<file path="src/rtl/leaf_arb_pkg.sv">
`default_nettype none
// ============================================================================
// Module      : leaf_arb_pkg
// Description : Shared types and helpers for the leaf output arbiter.
//               - arb_state_t            : arbiter FSM state encoding
//               - c_default_payload_bits : default beat data width
//               - id_width()             : requester index width (min 1 bit)
// Revision    : 1.0 - initial release
// ============================================================================
package leaf_arb_pkg;

  typedef enum logic [0:0] {
    ST_IDLE  = 1'b0,
    ST_GRANT = 1'b1
  } arb_state_t;

  localparam int c_default_payload_bits = 32;

  // Width of a requester index; a single requester still needs one bit.
  function automatic int id_width(input int n);
    return (n > 1) ? $clog2(n) : 1;
  endfunction

endpackage : leaf_arb_pkg
`default_nettype wire

</file>
<file path="src/rtl/leaf_out_arbiter_rr_pick.sv">
`default_nettype none
// ============================================================================
// Module      : rr_pick
// Description : Combinational round-robin selector. Returns the first
//               requester with req set after index 'last', wrapping round.
// Ports       : req       - request vector
//               last      - index of the previous grantee
//               grant_oh  - one-hot selected requester (all zero if none)
//               grant_idx - index of the selected requester (0 if none)
// Revision    : 1.0 - initial release
// ============================================================================
module rr_pick
  import leaf_arb_pkg::*;
#(
  parameter int NUM_REQ = 4,
  parameter int ID_W    = id_width(NUM_REQ)
) (
  input  logic [NUM_REQ-1:0] req,
  input  logic [ID_W-1:0]    last,
  output logic [NUM_REQ-1:0] grant_oh,
  output logic [ID_W-1:0]    grant_idx
);

  logic            w_found;
  logic [ID_W-1:0] w_idx;

  // Scan starts one past 'last' so the previous grantee is considered last.
  always_comb begin
    grant_oh  = '0;
    grant_idx = '0;
    w_found   = 1'b0;
    w_idx     = '0;
    for (int k = 1; k <= NUM_REQ; k++) begin
      w_idx = ID_W'((int'(last) + k) % NUM_REQ);
      if (!w_found && req[w_idx]) begin
        w_found         = 1'b1;
        grant_oh[w_idx] = 1'b1;
        grant_idx       = w_idx;
      end
    end
  end

endmodule : rr_pick
`default_nettype wire

</file>
<file path="src/rtl/leaf_out_arbiter.sv">
`default_nettype none
// ============================================================================
// Module      : leaf_out_arbiter
// Description : Round-robin arbiter merging NUM_REQ vld/ack user streams into
//               one registered leaf output port. A grant lasts until the
//               grantee drops req_vld or its burst limit is reached; one IDLE
//               cycle separates consecutive grants.
// Config      : LEAF_ARB_BURST_EN - defined: up to BURST_LEN beats per grant;
//               undefined: one beat per grant (beat-by-beat interleave).
// Ports       : clk, reset_n     - clock, asynchronous active-low reset
//               req_din/vld/ack  - per-requester data, valid, accept
//               out_dout/vld/ack - registered output beat and its accept
//               grant_id         - index of current or last grantee
//               busy             - high while a grant is active
// Revision    : 1.0 - initial release
// ============================================================================
module leaf_out_arbiter
  import leaf_arb_pkg::*;
#(
  parameter int NUM_REQ      = 4,
  parameter int PAYLOAD_BITS = c_default_payload_bits,
  parameter int BURST_LEN    = 16
) (
  input  logic                            clk,
  input  logic                            reset_n,
  input  logic [NUM_REQ*PAYLOAD_BITS-1:0] req_din,
  input  logic [NUM_REQ-1:0]              req_vld,
  output logic [NUM_REQ-1:0]              req_ack,
  output logic [PAYLOAD_BITS-1:0]         out_dout,
  output logic                            out_vld,
  input  logic                            out_ack,
  output logic [id_width(NUM_REQ)-1:0]    grant_id,
  output logic                            busy
);

  localparam int c_id_w  = id_width(NUM_REQ);
  localparam int c_cnt_w = (BURST_LEN > 1) ? $clog2(BURST_LEN) : 1;
`ifdef LEAF_ARB_BURST_EN
  localparam int c_burst = BURST_LEN;
`else
  localparam int c_burst = 1;
`endif
  localparam logic [c_cnt_w-1:0] c_last_beat = c_cnt_w'(c_burst - 1);
  localparam logic [c_id_w-1:0]  c_last_init = c_id_w'(NUM_REQ - 1);

  arb_state_t               r_state;
  arb_state_t               w_state_nxt;
  logic [c_id_w-1:0]        r_grant_id;
  logic [c_id_w-1:0]        r_last_grant;
  logic [c_cnt_w-1:0]       r_beat_cnt;
  logic [c_id_w-1:0]        w_pick_idx;
  logic [NUM_REQ-1:0]       w_pick_oh;
  logic                     w_pick_vld;
  logic                     w_room;
  logic                     w_accept;
  logic                     w_release;
  logic [PAYLOAD_BITS-1:0]  w_din [NUM_REQ];

  generate
    for (genvar gi = 0; gi < NUM_REQ; gi++) begin : g_slice
      assign w_din[gi] = req_din[gi*PAYLOAD_BITS +: PAYLOAD_BITS];
    end
  endgenerate

  rr_pick #(
    .NUM_REQ (NUM_REQ),
    .ID_W    (c_id_w)
  ) u_rr_pick (
    .req       (req_vld),
    .last      (r_last_grant),
    .grant_oh  (w_pick_oh),
    .grant_idx (w_pick_idx)
  );

  assign w_pick_vld = |w_pick_oh;

  // Output register can take a beat if empty or being drained this cycle.
  assign w_room    = !out_vld || out_ack;
  assign w_accept  = (r_state == ST_GRANT) && req_vld[r_grant_id] && w_room;
  // Release either on grantee withdrawal or on acceptance of the final beat.
  assign w_release = (r_state == ST_GRANT) &&
                     (!req_vld[r_grant_id] ||
                      (w_accept && (r_beat_cnt == c_last_beat)));

  always_ff @(posedge clk or negedge reset_n) begin
    if (!reset_n) begin
      r_state <= ST_IDLE;
    end else begin
      r_state <= w_state_nxt;
    end
  end

  always_comb begin
    w_state_nxt = r_state;
    req_ack     = '0;
    case (r_state)
      ST_IDLE: begin
        if (w_pick_vld) begin
          w_state_nxt = ST_GRANT;
        end
      end
      ST_GRANT: begin
        req_ack[r_grant_id] = w_room;
        if (w_release) begin
          w_state_nxt = ST_IDLE;
        end
      end
      default: begin
        w_state_nxt = ST_IDLE;
      end
    endcase
  end

  always_ff @(posedge clk or negedge reset_n) begin
    if (!reset_n) begin
      r_grant_id   <= '0;
      r_last_grant <= c_last_init;
      r_beat_cnt   <= '0;
    end else begin
      if ((r_state == ST_IDLE) && w_pick_vld) begin
        r_grant_id <= w_pick_idx;
        r_beat_cnt <= '0;
      end else if (w_accept) begin
        r_beat_cnt <= r_beat_cnt + 1'b1;
      end
      if (w_release) begin
        r_last_grant <= r_grant_id;
      end
    end
  end

  // A newly accepted beat takes priority over clearing on out_ack, so a beat
  // drained and a beat loaded in the same cycle never collide.
  always_ff @(posedge clk or negedge reset_n) begin
    if (!reset_n) begin
      out_dout <= '0;
      out_vld  <= 1'b0;
    end else begin
      if (w_accept) begin
        out_dout <= w_din[r_grant_id];
        out_vld  <= 1'b1;
      end else if (out_ack) begin
        out_vld  <= 1'b0;
      end
    end
  end

  assign grant_id = r_grant_id;
  assign busy     = (r_state == ST_GRANT);

endmodule : leaf_out_arbiter
`default_nettype wire

</file>
<file path="config.mk">
export PLATFORM = sky130hd
export DESIGN_NAME = leaf_out_arbiter
export DESIGN_NICKNAME = d
export VERILOG_FILES = /design/src/rtl/leaf_arb_pkg.sv /design/src/rtl/leaf_out_arbiter_rr_pick.sv /design/src/rtl/leaf_out_arbiter.sv
export SDC_FILE = /design/constraint.sdc
export NUM_CORES = 1
export LEC_CHECK = 0
export ABC_AREA = 1
export BUFFER_PORTS_ARGS = -buffer_cell sky130_fd_sc_hd__buf_2
export CORE_MARGIN = 8
export CORE_UTILIZATION = 39
export DETAILED_ROUTE_END_ITERATION = 10
export PLACE_DENSITY_LB_ADDON = 0.08
export SYNTH_ARGS = -nofsm -noshare
export SYNTH_HDL_FRONTEND = slang
export SYNTH_SLANG_ARGS = --single-unit
</file>
<file path="constraint.sdc">
create_clock -name clk -period 2 [get_ports clk]
set_input_delay 0.2 -clock clk [delete_from_list [all_inputs] [get_ports clk]]
set_output_delay 0.2 -clock clk [all_outputs]
set_load 0.01 [all_outputs]
</file>
# Yosys cells after proc, flatten, opt, wreduce, memory -nomap -nowiden
# Index checks and enable logic that the tools add are counted.
[totals]
register_bits = 42
in_bits = 135
output_inout_bits = 40
wordCells = 94
[op_classes]
n_addsub = 5
magnitude_cmp = 11
n_mux = 42
n_bitwise = 6
reduce_logical = 24
[ops]
columns = ["operator", "n"]
rows = [
  ["binary-select mux 32 bit (select 2 bit)", 1],
  ["2-to-1 mux 32 bit", 2],
  ["2-to-1 mux 4 bit", 7],
  ["2-to-1 mux 1 bit", 17],
  ["less-than comparator 2 x 3 -> 1 bit, second input constant", 5],
  ["logical AND 1 bit", 13],
  ["bitwise OR 4 bit", 3],
  ["binary-select mux 1 bit (select 2 bit)", 5],
  ["demux 1 bit (select 2 bit)", 5],
  ["greater-or-equal comparator 2 x 1 -> 1 bit, second input constant", 5],
  ["2-to-1 mux 2 bit", 4],
  ["logical NOT 1 bit", 5],
  ["adder 2 x 1 -> 2 bit, second input constant", 2],
  ["adder 2 bit, second input constant", 2],
  ["adder 4 x 1 -> 4 bit, second input constant", 1],
  ["AND 4 bit", 1],
  ["logical NOT 4 bit", 1],
  ["nonzero test 2 bit", 2],
  ["OR reduction 4 bit", 1],
  ["greater-or-equal comparator 3 bit, second input constant", 1],
  ["NOT 2 -> 3 bit", 1],
  ["logical OR 1 bit", 2],
  ["case mux 1 bit (2 select lines)", 1],
  ["NOT 1 bit", 1],
]

# Longest topological paths before layout
# Gate-level depths: netlist of the first run.
[depth]
depth_word = 16
ltp_mapped = 15
ltp_nobuf = 13

# Hierarchy
# Synthesis of the first run repeated with hierarchy kept, for this count alone.
[unflattened]
cells_unflattened = 488
area_unflattened_um2 = 3382.0
[modules_own_cells]
columns = ["module", "n_inst", "cells_per_inst", "area_per_inst_um2"]
rows = [
  ["leaf_out_arbiter", 1, 403, 2846.5],
  ["rr_pick", 1, 85, 535.5],
]

# Least setup slack after synthesis of the first run
# No wires, ideal clock.
[synth_timing]
kind = "register to register"
start = "register r_last_grant[0]"
end = "register r_beat_cnt[1]"
arrival_ns = 1.944
required_ns = 1.881
path_slack_ns = -0.063
path_stages_with_launch = 14
path_buffers = 2
synth_period_minus_slack_ns = 2.063
path_cell_list = "dfstp_2 > buf_6 > inv_2 > buf_6 > ha_1 > inv_1 > nand3_1 > nand2_1 > nand4_1 > nand2_1 > nand2_1 > nand2_2 > nand2_1 > and2_1"
[synth_via]
elab_chain_cells = 16
word_cells_on_any_way = 52
classes_between = "add/sub: 4; order compare: 8; mux: 24; bitwise: 3; reduce/logical: 13"
[synth_lines]
columns = ["item", "line", "rtl"]
rows = [
  ["from (decl)", "leaf_out_arbiter.sv:49", "logic [c_id_w-1:0] r_last_grant;"],
  ["from (signal assigned)", "leaf_out_arbiter.sv:117", "r_last_grant <= c_last_init;"],
  ["from (signal assigned)", "leaf_out_arbiter.sv:127", "r_last_grant <= r_grant_id;"],
  ["branches (longest 12 deep; another with less-than comparator 2 x 3 -> 1 bit)", "n/a", ""],
  ["2-to-1 mux 4 bit (*)", "leaf_out_arbiter_rr_pick.sv:35", "if (!w_found && req[w_idx]) begin"],
  ["OR reduction 4 bit (*)", "leaf_out_arbiter.sv:75", "assign w_pick_vld = |w_pick_oh;"],
  ["logical AND 1 bit (*)", "leaf_out_arbiter.sv:120", "if ((r_state == ST_IDLE) && w_pick_vld) begin"],
  ["2-to-1 mux 4 bit or nonzero test 2 bit (tied branches)", "n/a", ""],
  ["to (signal assigned)", "leaf_out_arbiter.sv:124", "r_beat_cnt <= r_beat_cnt + 1'b1;"],
  ["to (decl)", "leaf_out_arbiter.sv:50", "logic [c_cnt_w-1:0] r_beat_cnt;"],
]
# Mark *: on every way between the ends. The select of a mux whose other input is x is not followed.
# A chain may end at the register's enable or synchronous reset.

# Final worst setup path of the first run
[layout_timing]
start = "register r_last_grant[1]"
end = "register r_beat_cnt[1]"
# Same word-level chain as after synthesis.

==> results of run 1 <==
## final cells by class
type | instances | area (um2) | share of cell area (%)
clock buffers | 6 | 82.6 | 2.07
clock inverters | 1 | 30.0 | 0.754
inverters | 19 | 77.6 | 1.95
multi-input cells | 263 | 1590 | 39.8
flip-flops and latches | 42 | 1050 | 26.5
well taps | 99 | 124 | 3.11
repair buffers | 191 | 1030 | 25.9
## cell usage in the layout (no fill, tap or decap), types with 2 or more instances in the layout
master	netlist	layout
buf_4	3	13
dfstp_2	2	2
clkbuf_8	0	6
o21a_1	32	32
o21ai_0	6	6
nand2_2	3	4
nand3_1	46	44
and2_4	0	2
inv_1	17	14
buf_12	0	2
nand2_1	74	70
ha_1	10	9
nor2_1	8	5
nand4_1	37	37
a21oi_1	3	3
nand2_4	0	3
nor3_1	3	3
nor2_2	0	3
a22oi_1	32	32
nand3_2	0	2
dfrtp_1	40	40
inv_2	2	3
buf_2	3	174
## power by group
group	switching (mW)	internal [mW]	leakage [nW]	total [mW]
clock network	0.288	0.400	0.0573	0.687
registers	0.244	1.28	0.484	1.53
logic	2.27	1.60	1.36	3.87
## critical path, stage by stage, from the launching register on
cell	delay, ps
dfstp_2	560
clkinvlp_4	150
ha_4	320
inv_4	50
nand2_4	60
nand2_4	70
inv_2	60
nand4_1	100
nand2_1	90
nand2_1	60
nand2_2	110
nand2_4	80
and2_4	150
## cell families after synthesis
group | count (synthesis) | synth area share [%]
DFF | 42 | 37.5
buffers and inverters | 45 | 8.15
xor gates and xnor gates | 1 | 0.312
AOI/OAI and AO/OA | 77 | 20.0
adders and majority gates | 10 | 4.46
and+or+nand+nor | 175 | 29.5
## cells in the mapped netlist (all sizes together), types with 2 or more instances
| cell type | number | area (um2) |
|---|---|---|
| nand2 | 77 | 297 |
| nand3 | 46 | 230 |
| dfrtp | 40 | 1000 |
| nand4 | 37 | 231 |
| a22oi | 32 | 240 |
| o21a | 32 | 240 |
| inv | 19 | 71.3 |
| buf | 14 | 113 |
| clkbuf | 12 | 45.0 |
| ha | 10 | 125 |
| nor2 | 8 | 30.0 |
| o21ai | 7 | 35.0 |
| a21oi | 3 | 15.0 |
| and2 | 3 | 18.8 |
| nor3 | 3 | 15.0 |
| dfstp | 2 | 52.6 |
## metal layers
layer	vias to the layer above	track usage [%]	routed length, um
met1	1508	21.7	3880
met3	7	7.18	876
li1	1601	-	-
met2	138	33.2	4970
met4	0	3.95	82
met5	-	0	0
## worst paths after layout
path	end	depth (start not counted)	slack, ps
worst min-delay path	out_vld	2	100
worst min register to register	out_dout[16]	1	490
worst max-delay path	r_beat_cnt[1]	12	30
min in group asynchronous	out_vld	3	500
max in group asynchronous	r_last_grant[1]	3	1120
worst max register to register	r_beat_cnt[1]	12	30
## timing repair
item | 4_1_cts | 5_1_grt
setup buffers | 0 | 5
gates resized for setup | 0 | 13
hold buffers | 1 | 0
hold endpoints to repair | 35 | 0
setup endpoints to repair | 0 | 5
## flip-flops by register name, indices dropped and copies added (netlist names)
signal,cells
out_dout,32
r_beat_cnt,4
grant_id,2
r_last_grant,2
busy,1
out_vld,1
==> impl_metrics.yaml, run 1 <==
die:
  initial_core_util_pct: 39.6
  die_h_um: 101
  core-area_um2: 7100
  die_area_um2: 10200
  ios: 175
  row_count: 31
  die_w_um: 101
yosys:
  netlist_instances: 350
  synth-seq-cells: 42
  async_flop_share_pct: 100
  synth-main-ff-cell: "dfrtp_1"
  ys_warn_count: 0
  syn_nets: 495
  synth_edf_count: 0
  syn-mean-instance-area_um2: 8.02
  netlist_area_um2: 2810
  synth_cell_type_count: 27
  yosysSeqAreaShare_pct: 37.5
critical_path:
  cp-start-kind: "register"
  crit_type: "reg2reg"
  startpoint: "r_last_grant[1]"
  r2r_start: "r_last_grant[1]"
  worstPathArrival_ps: 2160
  worstPathRequired_ps: 2190
  end_kind: "register"
  cp_max_fo: 5
detailed_routing:
  ant_nets: 0
  drtIter0Drc: 66
  vias_per_cell: 5.24
  drt-pass1-iter-count: 4
  avgRoutedWirePerCell_um: 15.8
  drc: 0
  wl_um: 9810
  vias: 3254
clock_tree:
  clock_sinks: 42
  tritoncts: "yes"
  htree_levels: 2
  cts-root-buf: "clkbuf_8"
  clock_latency_ps: 290
  cts.path.max_buffers: 2
  numCtsBuffers: 5
  path_clk_slew_ps: 80
place:
  post-place-cells: 608
  placed_area_um2: 3780
  gp_congestion: 0.858
  io_buffer_count: 174
  hpwlAfterDp_um: 7460
  pre_cts_ws_ps: 46.4
final_layout:
  final_nets: 667
  fill_cells: 702
  stdcell_area_um2: 3980
  n_antenna_cell: 0
  layout-drive-gt1-share_pct: 42.1
  stdcell_count: 621
  utilization_pct: 56.1
  syn2layout_area_growth_pct: 41.8
power:
  power_density_nw_per_um2: 1530
  total_power_mw: 6.09
  p_leak_nw: 1.90
  peakVddDrop_v: 0.000613
global_route:
  grt_overflow_total: 0
  grt_usage_pct: 19.1
  grt_max_degree: 46
  grt_pass1_wl_um: 15600
  grt_pass1_vias: 3203
  antenna_found_initial: 0
sta:
  setup-tns-final_ps: 0
  hold_viol: 0
  period_share_pct: 98.5
  rsz0062_at_grt: "yes"
  slew_headroom_pct: 64.9
  worst-slew-pin-transition_ps: 527
  slew_violations: 0
  fin_skew_ps: 5.51
  setup_viol: 0
  whs_ps: 99.4
  setup_ws_ps: 30.6
  fin_crit_ps: 1970
  fmax_ghz: 0.508
worst_hold_path:
  hold_start: "out_ack"
  hold_class: "in2reg"
outcome:
  status: "completed"
run:
  cap_violations: 0
No activity file was read; power rests on OpenSTA's default activity.
==> run 2: changes to the inputs <==
--- a/config.mk
+++ b/config.mk
@@ -11,6 +11,8 @@
 export CORE_UTILIZATION = 39
 export DETAILED_ROUTE_END_ITERATION = 10
 export PLACE_DENSITY_LB_ADDON = 0.08
+export SETUP_SLACK_MARGIN = 0.5
+export SLEW_MARGIN = 5
 export SYNTH_ARGS = -nofsm -noshare
 export SYNTH_HDL_FRONTEND = slang
 export SYNTH_SLANG_ARGS = --single-unit
==> run 2 against run 1 <==
Clock-buffer cell count unchanged; cell count rose by 8.4%; die area did not move; non-clock buffer count is 51 higher; clock skew about the same; critical endpoint is now r_beat_cnt[0]; largest power group unchanged.
==> impl_metrics.yaml, run 2 (same netlist as run 1, synthesis figures left out) <==
clock_tree:
  path_clk_slew_ps: 90
  clock_latency_ps: 290
  cts-root-buf: "clkbuf_8"
  tritoncts: "yes"
  cts.path.max_buffers: 2
  clock_sinks: 42
  htree_levels: 2
  numCtsBuffers: 5
die:
  die_w_um: 101
  die_h_um: 101
  core-area_um2: 7100
  ios: 175
  row_count: 31
  die_area_um2: 10200
  initial_core_util_pct: 39.6
final_layout:
  largest-register: "out_dout"
  mostFrequentLayoutCells: "buf_2, nand2_1, nand3_1"
  final_nets: 718
  n_antenna_cell: 0
  syn2layout_area_growth_pct: 73.7
  stdcell_area_um2: 4880
  final_common_cell: "buf_2"
  largest_register_ffs: 32
  top_regs: "out_dout: 32 flops, r_beat_cnt: 4 flops"
  layout-drive-gt1-share_pct: 50.5
critical_path:
  end_kind: "register"
  worstPathCellList: "clkinvlp_4 -> ha_4 -> nand3_2 -> nand2_2 -> inv_2 -> nand4_1 -> nand2_1 -> nand2_1 -> nand2_2 -> buf_4 -> a21oi_2"
  cp_max_fo: 6
  worstPathArrival_ps: 2210
  critPathCapture: "r_beat_cnt[0]"
  r2r_end: "r_beat_cnt[0]"
  critical_path.max_stage_delay_ps: 560
  startpoint: "r_last_grant[1]"
  r2r_start: "r_last_grant[1]"
  cp_slowest_cell: "dfstp_2"
  cp-start-kind: "register"
  crit_type: "reg2reg"
  r2r_setup_slack_ps: 20
  worstPathRequired_ps: 2220
  ff2ff_path_depth: 11
sta:
  setup_viol: 0
  fin_crit_ps: 1980
  setup_ws_ps: 16.2
  fmax_ghz: 0.504
  period_share_pct: 99.2
  fin_skew_ps: 5.76
  hold_viol: 0
  rsz0062_at_grt: "yes"
  worst-slew-pin-transition_ps: 758
  slew_violations: 0
  slew_headroom_pct: 49.5
outcome:
  status: "completed"
power:
  p_leak_nw: 2.29
  power_density_nw_per_um2: 1680
  peakVddDrop_v: 0.000756
worst_hold_path:
  hold_class: "in2reg"
  hold_start: "out_ack"
  whs_path_depth: 2
global_route:
  grt_pass1_vias: 3580
  antenna_found_initial: 0
  grt_max_degree: 38
  grt_usage_pct: 23.2
  grt_overflow_total: 0
  grt_pass1_wl_um: 18500
detailed_routing:
  vias_per_cell: 5.30
  drtIter0Drc: 173
  drt-pass1-iter-count: 5
  avgRoutedWirePerCell_um: 18.4
  vias: 3564
  drc: 0
  wl_um: 12400
  ant_nets: 0
place:
  io_buffer_count: 174
  hpwlAfterDp_um: 7660
  pre_cts_ws_ps: 58.9
  placed_area_um2: 3800
  gp_congestion: 0.849
run:
  cap_violations: 0
[run 2: cell count changes in the layout (fill, tap and decap cells not counted), moves of 4 or more]
cell	change
buf_4	+12
nor2_4	+4
buf_6	+18
buf_16	+12
inv_4	+4
buf_12	+7
inv_1	-5
[run 2: per-layer routing]
layer  track usage, %  up-vias  routed length [um]
met4             6.05        0                 102
met3             5.11       12                 898
li1                 -     1716                   -
met1             28.1     1694                5050
met2             40.3      142                6320
met5                0        -                   0
[run 2: worst min-delay path by stage]
stage | slack, ps | endpoint
2_1_floorplan | -100 | busy
3_5_place_dp | 320 | out_dout[5]
3_3_place_gp | 320 | out_dout[5]
6_report | 100 | out_vld
4_1_cts | 90 | out_vld
5_1_grt | 130 | out_vld
[run 2: final cells by class]
cell class | count | area, um2
well taps | 99 | 124
fillers | 588 | 2220
clock inverters | 2 | 13.8
inverters | 19 | 87.6
multi-input cells | 263 | 1670
clock buffers | 6 | 72.6
flip-flops and latches | 42 | 1060
repair buffers | 242 | 1850
[run 2: through the flow]
stage          hold WS [ps]  setup TNS, ps  instances  total power [mW]  util (%)
2_1_floorplan         -95.6              0        350              4.13         -
3_3_place_gp            316              0        611              5.24      53.6
3_5_place_dp            321              0        611              5.33      53.6
4_1_cts                88.9              0        659              7.45      64.8
5_1_grt                 127           -155        673              8.72      68.7
6_report                104              0        673              8.18      68.7
[run 2: timing repair]
item,CTS,global route
hold endpoints to repair,8,0
setup buffers,27,13
setup endpoints to repair,47,46
gates cloned,12,1
hold buffers,1,0
pin swaps,8,19
resized for setup,43,43
[run 2: report_power, final]
part           switching [mW]  leakage (nW)  internal, mW
registers               0.285         0.481          1.29
logic                    3.00          1.76          3.05
clock network           0.312        0.0452         0.247
total                    3.59          2.29          4.58
[run 2: worst max-delay path: cells and delay by family (launching register included)]
family	cells	cell delay [ps]
compound gates	1	150
fa+ha+maj	1	330
buf+inv	3	360
flops	1	560
simple gates	6	530
